===== config.mk =====
export PLATFORM = sky130hd
export DESIGN_NAME = dspi_master
export DESIGN_NICKNAME = d
export VERILOG_FILES = /design/src/rtl/dspi_master.sv
export SDC_FILE = /design/constraint.sdc
export NUM_CORES = 1
export LEC_CHECK = 0
export ABC_AREA = 1
export BUFFER_PORTS_ARGS = -buffer_cell sky130_fd_sc_hd__buf_2
export CORE_ASPECT_RATIO = 0.8
export CORE_MARGIN = 5
export CORE_UTILIZATION = 50
export CTS_BUF_LIST = sky130_fd_sc_hd__clkbuf_16
export DETAILED_ROUTE_END_ITERATION = 8
export PLACE_DENSITY = 0.69
export SYNTH_ARGS = -nofsm -noshare
export SYNTH_HDL_FRONTEND = slang
export SYNTH_SLANG_ARGS = --single-unit

===== constraint.sdc =====
create_clock -name clk -period 6.95 [get_ports clk]
set_input_delay 1.39 -clock clk [delete_from_list [all_inputs] [get_ports clk]]
set_output_delay 1.39 -clock clk [all_outputs]
set_load 0.02 [all_outputs]

===== src/rtl/dspi_master.sv =====
// dspi_master: dual-line SPI initiator (host end), SPI mode 0.
// One transaction asserts ss, writes wr_count bytes, runs DUMMY turnaround
// sclk cycles (only when both a write and a read phase exist), reads rd_count
// bytes, then releases ss. Each sclk carries two bits, MSB pair first, with
// qd[1] holding the higher bit of the pair.
//
// Ports:
//   clk, reset_n          system clock, asynchronous active-low reset
//   start                 one-cycle request, ignored while busy
//   wr_count, rd_count    byte counts, latched on an accepted start
//   tx_data/valid/ready   write byte stream; tx_ready marks the accepting cycle
//   rx_data/valid         read byte stream, one-cycle strobe, no backpressure
//   busy, done            transaction in progress / one-cycle end strobe
//   ss, sclk              chip select (active low), SPI clock (idles low)
//   qd_write/qd_writeEnable/qd_read   split-tristate pad pair

module dspi_master #(
   parameter int CLK_DIV  = 2,
   parameter int CS_SETUP = 2,
   parameter int DUMMY    = 2
) (
   input  logic       clk,
   input  logic       reset_n,
   input  logic       start,
   input  logic [7:0] wr_count,
   input  logic [7:0] rd_count,
   input  logic [7:0] tx_data,
   input  logic       tx_valid,
   output logic       tx_ready,
   output logic [7:0] rx_data,
   output logic       rx_valid,
   output logic       busy,
   output logic       done,
   output logic       ss,
   output logic       sclk,
   output logic [1:0] qd_write,
   output logic [1:0] qd_writeEnable,
   input  logic [1:0] qd_read
);

   localparam int              DW         = (CLK_DIV > 1) ? $clog2(CLK_DIV) : 1;
   localparam logic [DW-1:0]   DIV_LAST   = DW'(CLK_DIV - 1);
   localparam logic [15:0]     SETUP_LAST = 16'(CS_SETUP - 1);
   localparam logic [15:0]     DUMMY_LAST = 16'(DUMMY - 1);

   typedef enum logic [2:0] {S_IDLE, S_SETUP, S_WRITE, S_TURN, S_READ, S_HOLD} state_t;

   state_t          state, post_wr;
   logic [DW-1:0]   div;
   logic [15:0]     cnt;        // SETUP/HOLD clk count, TURN sclk count
   logic [1:0]      pair;       // bit pair within the current byte
   logic [7:0]      wr_left, rd_left;
   logic [7:0]      tx_sh;
   logic [5:0]      rx_sh;
   logic            stall;      // write data underrun: sclk parked low, divider frozen
   logic            run, tick, rise, fall, fetch_first, fetch_next;

   assign run  = (state == S_WRITE) || (state == S_TURN) || (state == S_READ);
   assign tick = (div == DIV_LAST) && !stall;
   assign rise = run && tick && !sclk;
   assign fall = run && tick && sclk;

   // A byte is taken either at the end of SETUP or at the fall closing the
   // previous byte; if it is missing there, the stall waits for it.
   assign fetch_first = (state == S_SETUP) && (cnt == SETUP_LAST) && (wr_left != 8'd0);
   assign fetch_next  = (state == S_WRITE) &&
                        (stall || (fall && (pair == 2'd3) && (wr_left != 8'd1)));
   assign tx_ready    = tx_valid && (fetch_first || fetch_next);

   always_comb begin
      post_wr = S_HOLD;
      if (rd_left != 8'd0) post_wr = (DUMMY > 0) ? S_TURN : S_READ;
   end

   always_ff @(posedge clk or negedge reset_n) begin
      if (!reset_n) begin
         state          <= S_IDLE;
         div            <= '0;
         cnt            <= '0;
         pair           <= '0;
         wr_left        <= '0;
         rd_left        <= '0;
         tx_sh          <= '0;
         rx_sh          <= '0;
         stall          <= 1'b0;
         rx_data        <= '0;
         rx_valid       <= 1'b0;
         busy           <= 1'b0;
         done           <= 1'b0;
         ss             <= 1'b1;
         sclk           <= 1'b0;
         qd_write       <= '0;
         qd_writeEnable <= '0;
      end else begin
         done     <= 1'b0;
         rx_valid <= 1'b0;
         div      <= (run && !stall) ? (tick ? '0 : div + 1'b1) : '0;
         case (state)
            S_IDLE: if (start) begin
               wr_left <= wr_count;
               rd_left <= rd_count;
               busy    <= 1'b1;
               ss      <= 1'b0;
               cnt     <= '0;
               pair    <= '0;
               stall   <= 1'b0;
               state   <= S_SETUP;
            end
            S_SETUP: begin
               if (cnt != SETUP_LAST) cnt <= cnt + 16'd1;
               else if (wr_left == 8'd0) begin
                  cnt   <= '0;
                  state <= (rd_left != 8'd0) ? S_READ : S_HOLD;
               end else if (tx_valid) begin
                  tx_sh          <= {tx_data[5:0], 2'b00};
                  qd_write       <= tx_data[7:6];
                  qd_writeEnable <= 2'b11;
                  state          <= S_WRITE;
               end
            end
            S_WRITE: begin
               if (stall) begin
                  if (tx_valid) begin
                     tx_sh    <= {tx_data[5:0], 2'b00};
                     qd_write <= tx_data[7:6];
                     stall    <= 1'b0;
                  end
               end else if (rise) sclk <= 1'b1;
               else if (fall) begin
                  sclk <= 1'b0;
                  pair <= pair + 2'd1;
                  if (pair != 2'd3) begin
                     qd_write <= tx_sh[7:6];
                     tx_sh    <= {tx_sh[5:0], 2'b00};
                  end else if (wr_left == 8'd1) begin
                     qd_writeEnable <= '0;
                     qd_write       <= '0;
                     cnt            <= '0;
                     state          <= post_wr;
                  end else begin
                     wr_left <= wr_left - 8'd1;
                     if (tx_valid) begin
                        tx_sh    <= {tx_data[5:0], 2'b00};
                        qd_write <= tx_data[7:6];
                     end else stall <= 1'b1;
                  end
               end
            end
            S_TURN: begin
               if (rise) sclk <= 1'b1;
               else if (fall) begin
                  sclk <= 1'b0;
                  if (cnt == DUMMY_LAST) begin
                     cnt   <= '0;
                     state <= S_READ;
                  end else cnt <= cnt + 16'd1;
               end
            end
            S_READ: begin
               if (rise) begin
                  sclk  <= 1'b1;
                  rx_sh <= {rx_sh[3:0], qd_read};
                  if (pair == 2'd3) begin
                     rx_data  <= {rx_sh, qd_read};
                     rx_valid <= 1'b1;
                  end
               end else if (fall) begin
                  sclk <= 1'b0;
                  pair <= pair + 2'd1;
                  if (pair == 2'd3) begin
                     if (rd_left == 8'd1) begin
                        cnt   <= '0;
                        state <= S_HOLD;
                     end else rd_left <= rd_left - 8'd1;
                  end
               end
            end
            S_HOLD: begin
               if (cnt == SETUP_LAST) begin
                  ss    <= 1'b1;
                  busy  <= 1'b0;
                  done  <= 1'b1;
                  state <= S_IDLE;
               end else cnt <= cnt + 16'd1;
            end
            default: state <= S_IDLE;
         endcase
      end
   end

endmodule


# After elaboration in Yosys (flattened, before gate mapping)
# Index checks and enable logic that the tools add are counted.
# classes
add_sub_neg	5
eq_ne	37
muxes	106
reduce_logical	42
# ops
op	n
16-bit 2-to-1 mux	16
8-bit 2-to-1 mux	19
16-bit one-hot mux with 6 select lines	1
3-bit 2-to-1 mux	18
8-bit one-hot mux with 2 select lines	3
2-bit 2-to-1 mux	20
2-bit != test (second input constant)	17
1-bit 2-to-1 mux	21
3-bit one-hot mux with 6 select lines	1
16-bit by 1-bit adder with 16-bit output (second input constant)	1
16-bit by 1-bit == test with 1-bit output (second input constant)	1
8-bit by 1-bit == test with 1-bit output (second input constant)	2
16-bit by 1-bit != test with 1-bit output (second input constant)	1
16-bit AND reduction	1
8-bit nonzero test	2
8-bit by 1-bit subtractor with 8-bit output (second input constant)	2
15-bit AND reduction	1
6-bit AND reduction	2
1-bit logical AND	11
2-bit nonzero test	5
3-bit AND reduction	3
9-bit AND reduction	1
8-bit logical NOT	1
2-bit by 1-bit != test with 1-bit output (second input constant)	4
other kinds (23)	36
# totals
reg_bits	70
input_bits	30
output_inout_bits	18
elab_cells	207

# Longest topological paths before layout
# Gate-level depths: netlist (run 1).
# logic_depth
depth_word	11
depth_mapped	20

# Least setup slack after synthesis (run 1)
# No wires, ideal clock.
# synth_timing
path_type	reg2out
from	register state[1]
to	output port tx_ready
arrival_ps	2085
required_time_ps	5560
slack_ps	3475
path_stages_with_launch	15
path_buffers	2
cell_sequence	dfrtp_1 > buf_6 > nor2_4 > nand2_1 > buf_4 > nand2_1 > inv_1 > nand2_1 > nand2_1 > nor2_1 > ha_1 > nand2_1 > inv_1 > nand2_1 > a31oi_1
# synth_via
elab_chain_len	11
word_cells_on_any_way	16
# synth_lines
item	line_no	text
start: declaration	48	state_t state, post_wr;
start signal: assignment	113	state <= (rd_left != 8'd0) ? S_READ : S_HOLD;
start signal: assignment	139	state <= post_wr;
3-bit by 2-bit == test with 1-bit output (on tied branches)	58, 66	
1-bit logical OR (2 in a row)	58	assign run = (state == S_WRITE) || (state == S_TURN) || (state == S_READ);
1-bit logical AND (2 in a row)	61	assign fall = run && tick && sclk;
1-bit logical AND (2 in a row)	67	(stall || (fall && (pair == 2'd3) && (wr_left != 8'd1)));
1-bit logical OR	67	
1-bit logical AND	66	assign fetch_next = (state == S_WRITE) &&
1-bit logical OR (*)	68	assign tx_ready = tx_valid && (fetch_first || fetch_next);
1-bit logical AND (*)	68	
end: declaration	29	output logic tx_ready,
# Every way passes the cells marked *; elsewhere a longest branch is shown, timed or not.

# Final worst setup path (run 1)
# Same ends and word-level chain as after synthesis.

==> results of run 1 <==
==> synth_stat cells (3+ instances only) <==
master / count
nor2_2: 5
nor3_1: 4
a21oi_1: 10
nand3_1: 52
buf_4: 4
xor2_1: 4
inv_2: 4
a31oi_1: 7
nor2_1: 79
clkbuf_1: 3
buf_6: 5
buf_2: 3
inv_1: 69
o21ai_0: 43
nor2_4: 5
o21ai_1: 11
nand4_1: 9
dfrtp_1: 68
nand2_1: 236
ha_1: 11
o21bai_1: 4
==> cell families after synthesis <==
logic type / after synthesis
compound gates: 81
xor+xnor: 4
fa+ha+maj: 11
buf+inv: 90
flops: 69
simple gates: 397
==> per-stage QoR <==
step	area [um^2]	power, uW	instances	setup slack (ns)	utilization, %
floorplan	4430	1280	652	3.48	-
global placement	4700	1410	797	3.13	54.9
detailed placement	4700	1440	797	3.02	54.9
CTS	4980	1880	811	2.66	58.2
global route	4980	2040	811	2.40	58.2
finish	4980	1880	811	2.62	58.2
==> area by class of cell <==
type                    instances  area [um^2]
inverters                      75          287
multi-input cells             493         2300
repair buffers                 48          243
fillers                       830         3580
clock buffers                   9          225
clock inverters                 5         53.8
well taps                     112          140
flip-flops and latches         69         1730
==> power by group through the flow <==
stage | clock network [uW] | logic, uW | registers [uW]
2_1_floorplan | 0 | 692 | 589
3_3_place_gp | 0 | 809 | 600
3_5_place_dp | 0 | 834 | 603
4_1_cts | 447 | 839 | 597
5_1_grt | 466 | 958 | 614
6_report | 439 | 843 | 599
==> worst paths after layout <==
kind | start | endpoint | cells after the start
setup / recovery | state[1]$_DFFE_PN0P_ | tx_ready | 13
hold / removal | div$_DFF_PN0_ | div$_DFF_PN0_ | 1
setup reg to reg | state[1]$_DFFE_PN0P_ | cnt[14]$_DFFE_PN0P_ | 14
hold reg to reg | div$_DFF_PN0_ | div$_DFF_PN0_ | 1
max in group asynchronous | reset_n | wr_left[7]$_DFFE_PN0P_ | 2
min in group asynchronous | reset_n | rx_data[7]$_DFFE_PN0P_ | 2
==> sequential cells by signal, indices dropped and copies added (netlist names), 2 cells and up <==
| name | count |
|---|---|
| state | 3 |
| qd_write | 2 |
| wr_left | 8 |
| pair | 2 |
| rx_sh | 6 |
| cnt | 16 |
| rd_left | 8 |
| rx_data | 8 |
| tx_sh | 8 |
==> metal layers <==
layer / vias up / GRT usage, % / wire (um)
met2: 113 / 33.4 / 4860
met3: 13 / 4.31 / 547
li1: 2153 / - / -
met1: 2013 / 28.6 / 5150
met4: 0 / 5.47 / 145
met5: - / 0 / 0
==> impl_metrics.csv, run 1 <==
group,metric,value,unit
timing,fin_crit,4.33,ns
synth,syn_inst,652,
pwr,p_leak,0.00262,uW
critical_path,cpMostUsedCell,"nand2_1",
cts,clock_path_buffers,2,
synth,synth_compound_area_share,9.97,%
floorplanning,die_w,115,um
drt,wire_per_inst,13.2,um
synth,synth-edff-count,0,
pwr,netSwitchingPower,854,uW
cts,post_cts_resized,0,
placed_design,gp_congestion,0.979,
timing,tightest_slew,0.879,ns
synth,synth_cell_types,33,
timing,hold_viol_final,0,
floorplanning,die_h,94.2,um
placed_design,port_buffers,47,
synth,synth_area,4430,um^2
timing,rsz0062_at_grt,"false",
critical_path,path_delay_family,"simple AND/OR/NAND/NOR gates",
drt,totalWireLength,10700,um
finish,nets,737,
synth,synth_top_family_by_area,"simple AND/OR/NAND/NOR gates",
synth,synth_area_leaders,"dfrtp_1 (38%), nand2_1 (20%), nor2_1 (6.7%)",
cts,cts_buffers,9,
critical_path,cp-end-kind,"output pin",
cts,root_buffer,"clkbuf_16",
drt,vias,4292,
critical_path,cp_data_arrival_time,2.94,ns
drt,vias_per_cell,5.29,
pwr,pwr-share-clk,23.3,%
floorplanning,initial_core_util,51.8,%
finish,area_delta_synth_final,12.4,%
floorplanning,rows,30,
synth,muxShareOfSynthArea,0,%
timing,final_max_slew_viol_count,0,
timing,fin_crit_sh,62.3,%
critical_path,slowest_stage,"dfrtp_1",
drt,drt_iter0_drc,272,
critical_path,required,5.56,ns
grt,grt_max_degree,70,
finish,n_antenna_cell,0,
pwr,netSwitchingFraction,45.4,%
floorplanning,core-area,8560,um^2
placed_design,dpl.hpwl,7770,um
drt,ant_nets,0,
cts,cts_hold_buf,0,
pwr,p_seq_share,31.8,%
critical_path,cp_cell_sequence,"nor2_4 -> nand2_1 -> nand2_1 -> inv_1 -> nand2_1 -> nand2_1 -> nor2_1 -> ha_1 -> nand2_1 -> inv_1 -> nand2_1 -> a31oi_1 -> buf_2",
hold_path,hold_class,"register to register",
synth,synth_fp_nets,693,
job,timing.max_cap.violations,0,
timing,whs,0.419,ns
timing,finClkSkew,0.00663,ns
finish,drive_above_1_share,12.3,%
synth,ys_async_sr_fraction,100,%
synth,synth_simple_gate_area_share,38.1,%
synth,ys_warn_count,0,
critical_path,start_kind,"register",
pwr,vdd_drop_max,223,uV
cts,clk_latency,0.33,ns
cts,htree_levels,3,
synth,syn_avg_cell_area,6.79,um^2
finish,final_common_cell,"nand2_1",
grt,gr-total-overflow,0,
pwr,powerDensity,378,nW/um^2
synth,synth_top_cell_by_area,"dfrtp_1",
synth,synth_top_cell_area_share,38.4,%
timing,finalSetupViolations,0,
timing,tns,0,ns
cts,post_cts_buffers,0,
grt,antenna_found_initial,0,
critical_path,slowest_delay,0.48,ns
critical_path,r2r_setup_slack,3.40,ns
drt,route.detailed.drc,0,
pwr,internal-power,1030,uW
timing,maxSlewHeadroom,41.4,%
grt,grt_pass1_wl,18400,um
synth,synth_fa_ha_area_share,3.11,%
floorplanning,dieArea,10900,um^2
pwr,combPwrFrac,44.8,%
grt,grtUsageTotal,20.8,%
critical_path,cp_max_fo,20,
floorplanning,pin_count,48,
cts,clock-sinks,69,
grt,first_global_vias,3991,
timing,fmax,0.231,GHz
finish,final_cell_mix,"nand2_1 (236), nor2_1 (79), inv_1 (69), dfrtp_1 (68), nand3_1 (52)",
outcome,status,"completed",
critical_path,critPathBufInv,3,
cts,clk_pin_slew,0.05,ns
synth,ys_seq_area_share,39.0,%
critical_path,critical_path_class,"register to output pin",
synth,synth_seq_cells,69,
cts,cts_tree,"built",
synth,synth-xor-area-share,0.791,%
synth,synth_ff_type,"dfrtp_1",
drt,drtPass1Iterations,5,
Note: power is estimated with default switching activity, not from simulation.
==> run 2: changes to the inputs <==
==> constraint.sdc (replaced) <==
create_clock -name clk -period 4.1 [get_ports clk]
set_input_delay 0.82 -clock clk [delete_from_list [all_inputs] [get_ports clk]]
set_output_delay 0.82 -clock clk [all_outputs]
set_load 0.02 [all_outputs]
==> run 2 against run 1 <==
Clock power increased by 75%. Largest cell class unchanged. Sequential share of layout area is 0.26 points lower. Combinational power increased by 68%. Critical path depth did not move. Critical path type unchanged.
==> impl_metrics.csv, run 2 (synthesized netlist as in run 1, its figures left out) <==
group,metric,value,unit
outcome,status,"completed",
cts,clock_path_buffers,2,
cts,clk_pin_slew,0.06,ns
cts,root_buffer,"clkbuf_16",
floorplanning,die_h,94.2,um
pwr,vdd_drop_max,345,uV
drt,totalWireLength,10600,um
timing,tns,0,ns
placed_design,preCtsSetupSlack,1.03,ns
floorplanning,initial_core_util,51.8,%
job,timing.max_cap.violations,0,
pwr,internal-power,1760,uW
timing,fmax,0.297,GHz
placed_design,gp_congestion,0.916,
finish,final-seq-area,1730,um^2
timing,tightest_slew,0.581,ns
pwr,netSwitchingFraction,45.3,%
timing,rsz0062_at_grt,"false",
drt,route.detailed.drc,0,
finish,final_common_cell,"nand2_1",
critical_path,cp_data_arrival_time,2.55,ns
pwr,combPwrFrac,44.4,%
timing,fin_crit,3.37,ns
critical_path,required,3.28,ns
drt,vias,4223,
critical_path,cp_max_fo,17,
timing,maxSlewHeadroom,60.9,%
pwr,powerDensity,640,nW/um^2
timing,finalSetupViolations,0,
cts,post_cts_resized,0,
critical_path,r2r_setup_slack,0.97,ns
pwr,pwr-share-clk,24.0,%
critical_path,r2r-start,"state[2]$_DFFE_PN0P_",
finish,drive_above_1_share,12.8,%
timing,hold_viol_final,0,
finish,largest_reg_flops,16,
timing,fin_crit_sh,82.2,%
cts,post_cts_buffers,0,
grt,antenna_found_initial,0,
grt,gr-total-overflow,0,
pwr,p_seq_share,31.7,%
critical_path,r2r-end,"rd_left[0]$_DFFE_PN0P_",
finish,area_delta_synth_final,13.2,%
cts,clk_latency,0.33,ns
drt,drtPass1Iterations,5,
floorplanning,die_w,115,um
finish,largest-register,"cnt",
cts,htree_levels,3,
drt,vias_per_cell,5.19,
timing,layout_setup_ws,0.731,ns
finish,n_antenna_cell,0,
grt,grt_pass1_wl,18400,um
grt,grt_max_degree,64,
placed_design,port_buffers,47,
drt,wire_per_inst,13.0,um
cts,cts_tree,"built",
grt,first_global_vias,4001,
placed_design,dpl.hpwl,7930,um
finish,final_cell_mix,"nand2_1 (236), nor2_1 (79), inv_1 (69), dfrtp_1 (68), nand3_1 (52)",
timing,final_max_slew_viol_count,0,
finish,n_fill_cell,857,
critical_path,start_kind,"register",
finish,nets,738,
floorplanning,dieArea,10900,um^2
floorplanning,rows,30,
pwr,total_power,3210,uW
critical_path,ff2ff_path_depth,15,
cts,cts_buffers,9,
drt,drt_iter0_drc,283,
critical_path,critical_path_class,"register to output pin",
pwr,p_leak,0.00265,uW
finish,multi_input_area,2300,um^2
hold_path,hold_class,"input pin to async pin",
cts,clock-sinks,69,
grt,grtUsageTotal,21.1,%
critical_path,cp-end-kind,"output pin",
cts,cts_hold_buf,0,
pwr,netSwitchingPower,1450,uW
floorplanning,pin_count,48,
floorplanning,core-area,8560,um^2
drt,ant_nets,0,
timing,finClkSkew,0.00924,ns
-- run 2: cell count changes in the layout (fill, tap and decap cells not counted), sizes merged --
cell      before  now
clkinv         2    4
inv           75   77
buf           48   49
clkinvlp       2    0
-- run 2: per-stage QoR --
| step | hold slack [ns] | util, % | instances | area, um^2 |
|---|---|---|---|---|
| 6_report | 0.328 | 58.6 | 814 | 5020 |
| 5_1_grt | 0.334 | 58.6 | 814 | 5020 |
| 4_1_cts | 0.325 | 58.6 | 814 | 5020 |
| 3_5_place_dp | 0.418 | 55.1 | 798 | 4720 |
| 3_3_place_gp | 0.417 | 55.1 | 798 | 4720 |
| 2_1_floorplan | 0.402 | - | 652 | 4430 |
-- run 2: layout make-up --
cell class | count | area share, %
clock inverter | 7 | 1.42
clock buffer | 9 | 4.49
inverter | 75 | 5.71
multi-input combinational | 493 | 45.9
tap | 112 | 2.79
timing repair buffer | 49 | 5.24
sequential | 69 | 34.4
-- run 2: power groups by stage --
stage               sequential [uW]  clock, uW  combinational, uW
finish                         1020        769               1420
global route                   1040        823               1620
CTS                            1020        788               1430
detailed placement             1030          0               1420
global placement               1020          0               1380
floorplan                       999          0               1170
-- run 2: worst max-delay path by stage --
| stage | startpoint | endpoint |
|---|---|---|
| 2_1_floorplan | state[1]$_DFFE_PN0P_ | tx_ready |
| 3_3_place_gp | state[2]$_DFFE_PN0P_ | tx_ready |
| 3_5_place_dp | state[2]$_DFFE_PN0P_ | cnt[7]$_DFFE_PN0P_ |
| 4_1_cts | state[2]$_DFFE_PN0P_ | tx_ready |
| 5_1_grt | state[2]$_DFFE_PN0P_ | tx_ready |
| 6_report | state[2]$_DFFE_PN0P_ | tx_ready |
-- run 2: metal layers --
| layer | part of all wire [%] | track usage (%) |
|---|---|---|
| met3 | 5.7 | 5.60 |
| met2 | 44 | 32.7 |
| met1 | 48 | 29.0 |
| met4 | 1.6 | 5.67 |
| met5 | 0 | 0 |
-- run 2: worst max-delay path: stages, from the launching register on --
cell and delay [ns]:
dfrtp_1 0.48, inv_4 0.15, nand3_4 0.22, nand2_1 0.15, inv_1 0.06, nand2_1 0.09
nand2_1 0.08, nor2_1 0.14, ha_1 0.24, nand2_1 0.10, inv_1 0.10, nand2_1 0.06
a31oi_1 0.17, buf_2 0.19
==> run 3: changes to the inputs <==
--- a/config.mk
+++ b/config.mk
@@ -5,14 +5,14 @@
 export SDC_FILE = /design/constraint.sdc
 export NUM_CORES = 1
 export LEC_CHECK = 0
-export ABC_AREA = 1
+export ABC_AREA = 0
 export BUFFER_PORTS_ARGS = -buffer_cell sky130_fd_sc_hd__buf_2
 export CORE_ASPECT_RATIO = 0.8
 export CORE_MARGIN = 5
 export CORE_UTILIZATION = 50
 export CTS_BUF_LIST = sky130_fd_sc_hd__clkbuf_16
 export DETAILED_ROUTE_END_ITERATION = 8
-export PLACE_DENSITY = 0.69
+export PLACE_DENSITY = 0.72
 export SYNTH_ARGS = -nofsm -noshare
 export SYNTH_HDL_FRONTEND = slang
 export SYNTH_SLANG_ARGS = --single-unit
==> constraint.sdc (replaced) <==
create_clock -name clk -period 2.95 [get_ports clk]
set_input_delay 0.59 -clock clk [delete_from_list [all_inputs] [get_ports clk]]
set_output_delay 0.59 -clock clk [all_outputs]
set_load 0.02 [all_outputs]
==> run 3 against run 2 <==
Sequential power up 42%. Area after synthesis down 9.1%. Register-to-register slack got worse by 0.72 ns. Critical path type unchanged.
==> impl_metrics.csv, run 3 <==
group,metric,value,unit
outcome,status,"completed",
finish,fin_util,60.2,%
timing,fmax,0.350,GHz
synth,ys_async_sr_fraction,100,%
pwr,powerDensity,965,nW/um^2
timing,hold_viol_final,0,
timing,whs,0.263,ns
cts,root_buffer,"clkbuf_16",
timing,finClkSkew,0.00913,ns
critical_path,cp_max_fo,6,
placed_design,dp.cells,568,
finish,n_fill_cell,705,
synth,synth_ff_type,"dfrtp_1",
pwr,pwr-share-clk,26.9,%
floorplanning,core-area,7910,um^2
timing,finalSetupViolations,0,
timing,tns,0,ns
placed_design,dpl.hpwl,6690,um
drt,totalWireLength,9570,um
drt,vias_per_cell,5.85,
drt,dr_wl_met3,576,um
synth,synth.most_common_cell,"dfrtp_1",
grt,antenna_found_initial,0,
critical_path,slowest_delay,0.42,ns
synth,ys_seq_area_share,42.9,%
timing,fin_crit,2.86,ns
synth,synth-edff-count,0,
finish,drive_above_1_share,24.3,%
finish,largest_reg_flops,16,
drt,wl_met1,4500,um
timing,tightest_slew,0.631,ns
pwr,internal-power,2770,uW
critical_path,required,2.36,ns
finish,finish.instance_area,4760,um^2
drt,drtPass1Iterations,4,
finish,final_cell_mix,"dfrtp_1 (68), buf_2 (47), nor2_1 (32), nand2_1 (29), a21oi_1 (28)",
drt,vias,3423,
finish,n_antenna_cell,0,
synth,synth_cell_types,63,
critical_path,ff2ff_path_depth,9,
critical_path,slowest_stage,"or3b_1",
critical_path,r2r-end,"cnt[4]$_DFFE_PN0P_",
grt,grtUsageTotal,19.9,%
placed_design,port_buffers,47,
synth,synth_fp_nets,462,
pwr,netSwitchingPower,1830,uW
synth,synth_top_cell_by_area,"dfrtp_1",
placed_design,dpl-instance-area,4400,um^2
drt,met2_length,4420,um
pwr,p_seq_share,31.6,%
floorplanning,rows,29,
pwr,combPwrFrac,41.5,%
floorplanning,dieArea,9960,um^2
drt,top_layer_used,"met4",
cts,htree_levels,3,
timing,rsz0062_at_grt,"false",
synth,synth_area,4030,um^2
finish,largest-register,"cnt",
cts,cts_buffers,9,
grt,grt_max_degree,46,
cts,clock-sinks,69,
cts,clock_path_buffers,2,
pwr,netSwitchingFraction,39.7,%
grt,first_global_vias,3468,
hold_path,hold_class,"input pin to async pin",
cts,clk_pin_slew,0.06,ns
critical_path,start_kind,"register",
timing,fin_crit_sh,96.8,%
synth,ys_warn_count,0,
floorplanning,initial_core_util,50.9,%
critical_path,critical_path_class,"register to output pin",
cts,cts_tree,"built",
drt,drt_iter0_drc,257,
drt,ant_nets,0,
timing,maxSlewHeadroom,57.5,%
pwr,p_leak,0.00209,uW
critical_path,cp_cell_sequence,"or3b_1 -> a21oi_1 -> and2_1 -> ha_2 -> a31oi_1 -> nor2_1 -> o21a_1 -> buf_2",
grt,grt_pass1_wl,16100,um
critical_path,cp_data_arrival_time,2.27,ns
synth,syn_inst,421,
synth,synth_seq_cells,69,
floorplanning,die_w,110,um
critical_path,r2r-start,"state[1]$_DFFE_PN0P_",
floorplanning,die_h,90.3,um
critical_path,r2r_setup_slack,0.25,ns
drt,wire_per_inst,16.4,um
finish,stdcell_count,585,
pwr,vdd_drop_max,552,uV
drt,route.detailed.drc,0,
synth,synth_area_leaders,"dfrtp_1 (42%), mux2_2 (4.5%), a21oi_1 (3.5%)",
synth,synthTopCellsByCount,"dfrtp_1 (68), nor2_1 (32), nand2_1 (29)",
placed_design,gp_congestion,0.894,
critical_path,cp-end-kind,"output pin",
finish,area_delta_synth_final,18.2,%
grt,gr-total-overflow,0,
timing,final_max_slew_viol_count,0,
synth,syn_avg_cell_area,9.57,um^2
cts,cts_hold_buf,0,
floorplanning,pin_count,48,
finish,final_common_cell,"dfrtp_1",
synth,synth_top_cell_area_share,42.2,%
job,timing.max_cap.violations,0,
cts,clk_latency,0.34,ns
finish,nets,513,
==> run 3: power groups by stage <==
stage	logic [uW]	clock network [uW]	registers [uW]
global placement	1820	0	1450
finish	1910	1240	1450
global route	2110	1290	1490
floorplan	1410	0	1450
detailed placement	1870	0	1460
CTS	1880	1250	1450
==> run 3: routing by layer <==
layer,GRT usage [%],up-vias
met1,27.8,1634
li1,-,1687
met4,4.62,0
met2,30.4,95
met3,5.93,7
met5,0,-
==> run 3: worst max-delay path by stage <==
stage / endpoint / slack [ns] / start
5_1_grt: tx_ready / 0.02 / state[2]$_DFFE_PN0P_
6_report: tx_ready / 0.09 / state[1]$_DFFE_PN0P_
2_1_floorplan: cnt[11]$_DFFE_PN0P_ / 0.23 / state[0]$_DFFE_PN0P_
3_3_place_gp: cnt[14]$_DFFE_PN0P_ / 0.28 / state[1]$_DFFE_PN0P_
4_1_cts: cnt[4]$_DFFE_PN0P_ / 0.05 / state[1]$_DFFE_PN0P_
3_5_place_dp: cnt[14]$_DFFE_PN0P_ / 0.11 / state[1]$_DFFE_PN0P_
==> run 3: cell type report <==
class                   count  area [um^2]  share of cell area (%)
flip-flops and latches     69         1730                    36.3
repair buffers             64          375                    7.88
clock buffers               9          225                    4.73
inverters                  17         63.8                    1.34
well taps                 108          135                    2.84
multi-input cells         311         2120                    44.5
clock inverters             7          115                    2.42
==> run 3: critical path: cells and delay by family, from the launching register on <==
| kind | cells | cell delay [ns] |
|---|---|---|
| simple gates | 3 | 0.73 |
| compound gates | 3 | 0.43 |
| flops | 1 | 0.39 |
| fa+ha+maj | 1 | 0.23 |
| buf+inv | 1 | 0.15 |
==> run 3: logic make-up after synthesis <==
family,count (synthesis),share of synthesized area (%)
AO/OA/AOI/OAI,140,24.4
AND/OR/NAND/NOR,142,19.5
flip-flops,69,42.9
multiplexers,18,4.97
adder cells (fa/ha/maj),11,3.42
buffers and inverters,41,4.78
==> run 3: stage by stage <==
stage / setup WS [ns] / total power, uW
after global routing: 0.0184 / 4890
after detailed placement: 0.114 / 3330
final: 0.0932 / 4590
after CTS: 0.0536 / 4580
after global placement: 0.280 / 3260
after floorplan: 0.234 / 2860
==> run 3: repair_timing <==
action                     CTS  global route
setup buffers                0             1
gates resized for setup      0             4
hold endpoints to repair     0             0
setup endpoints to repair    0            17
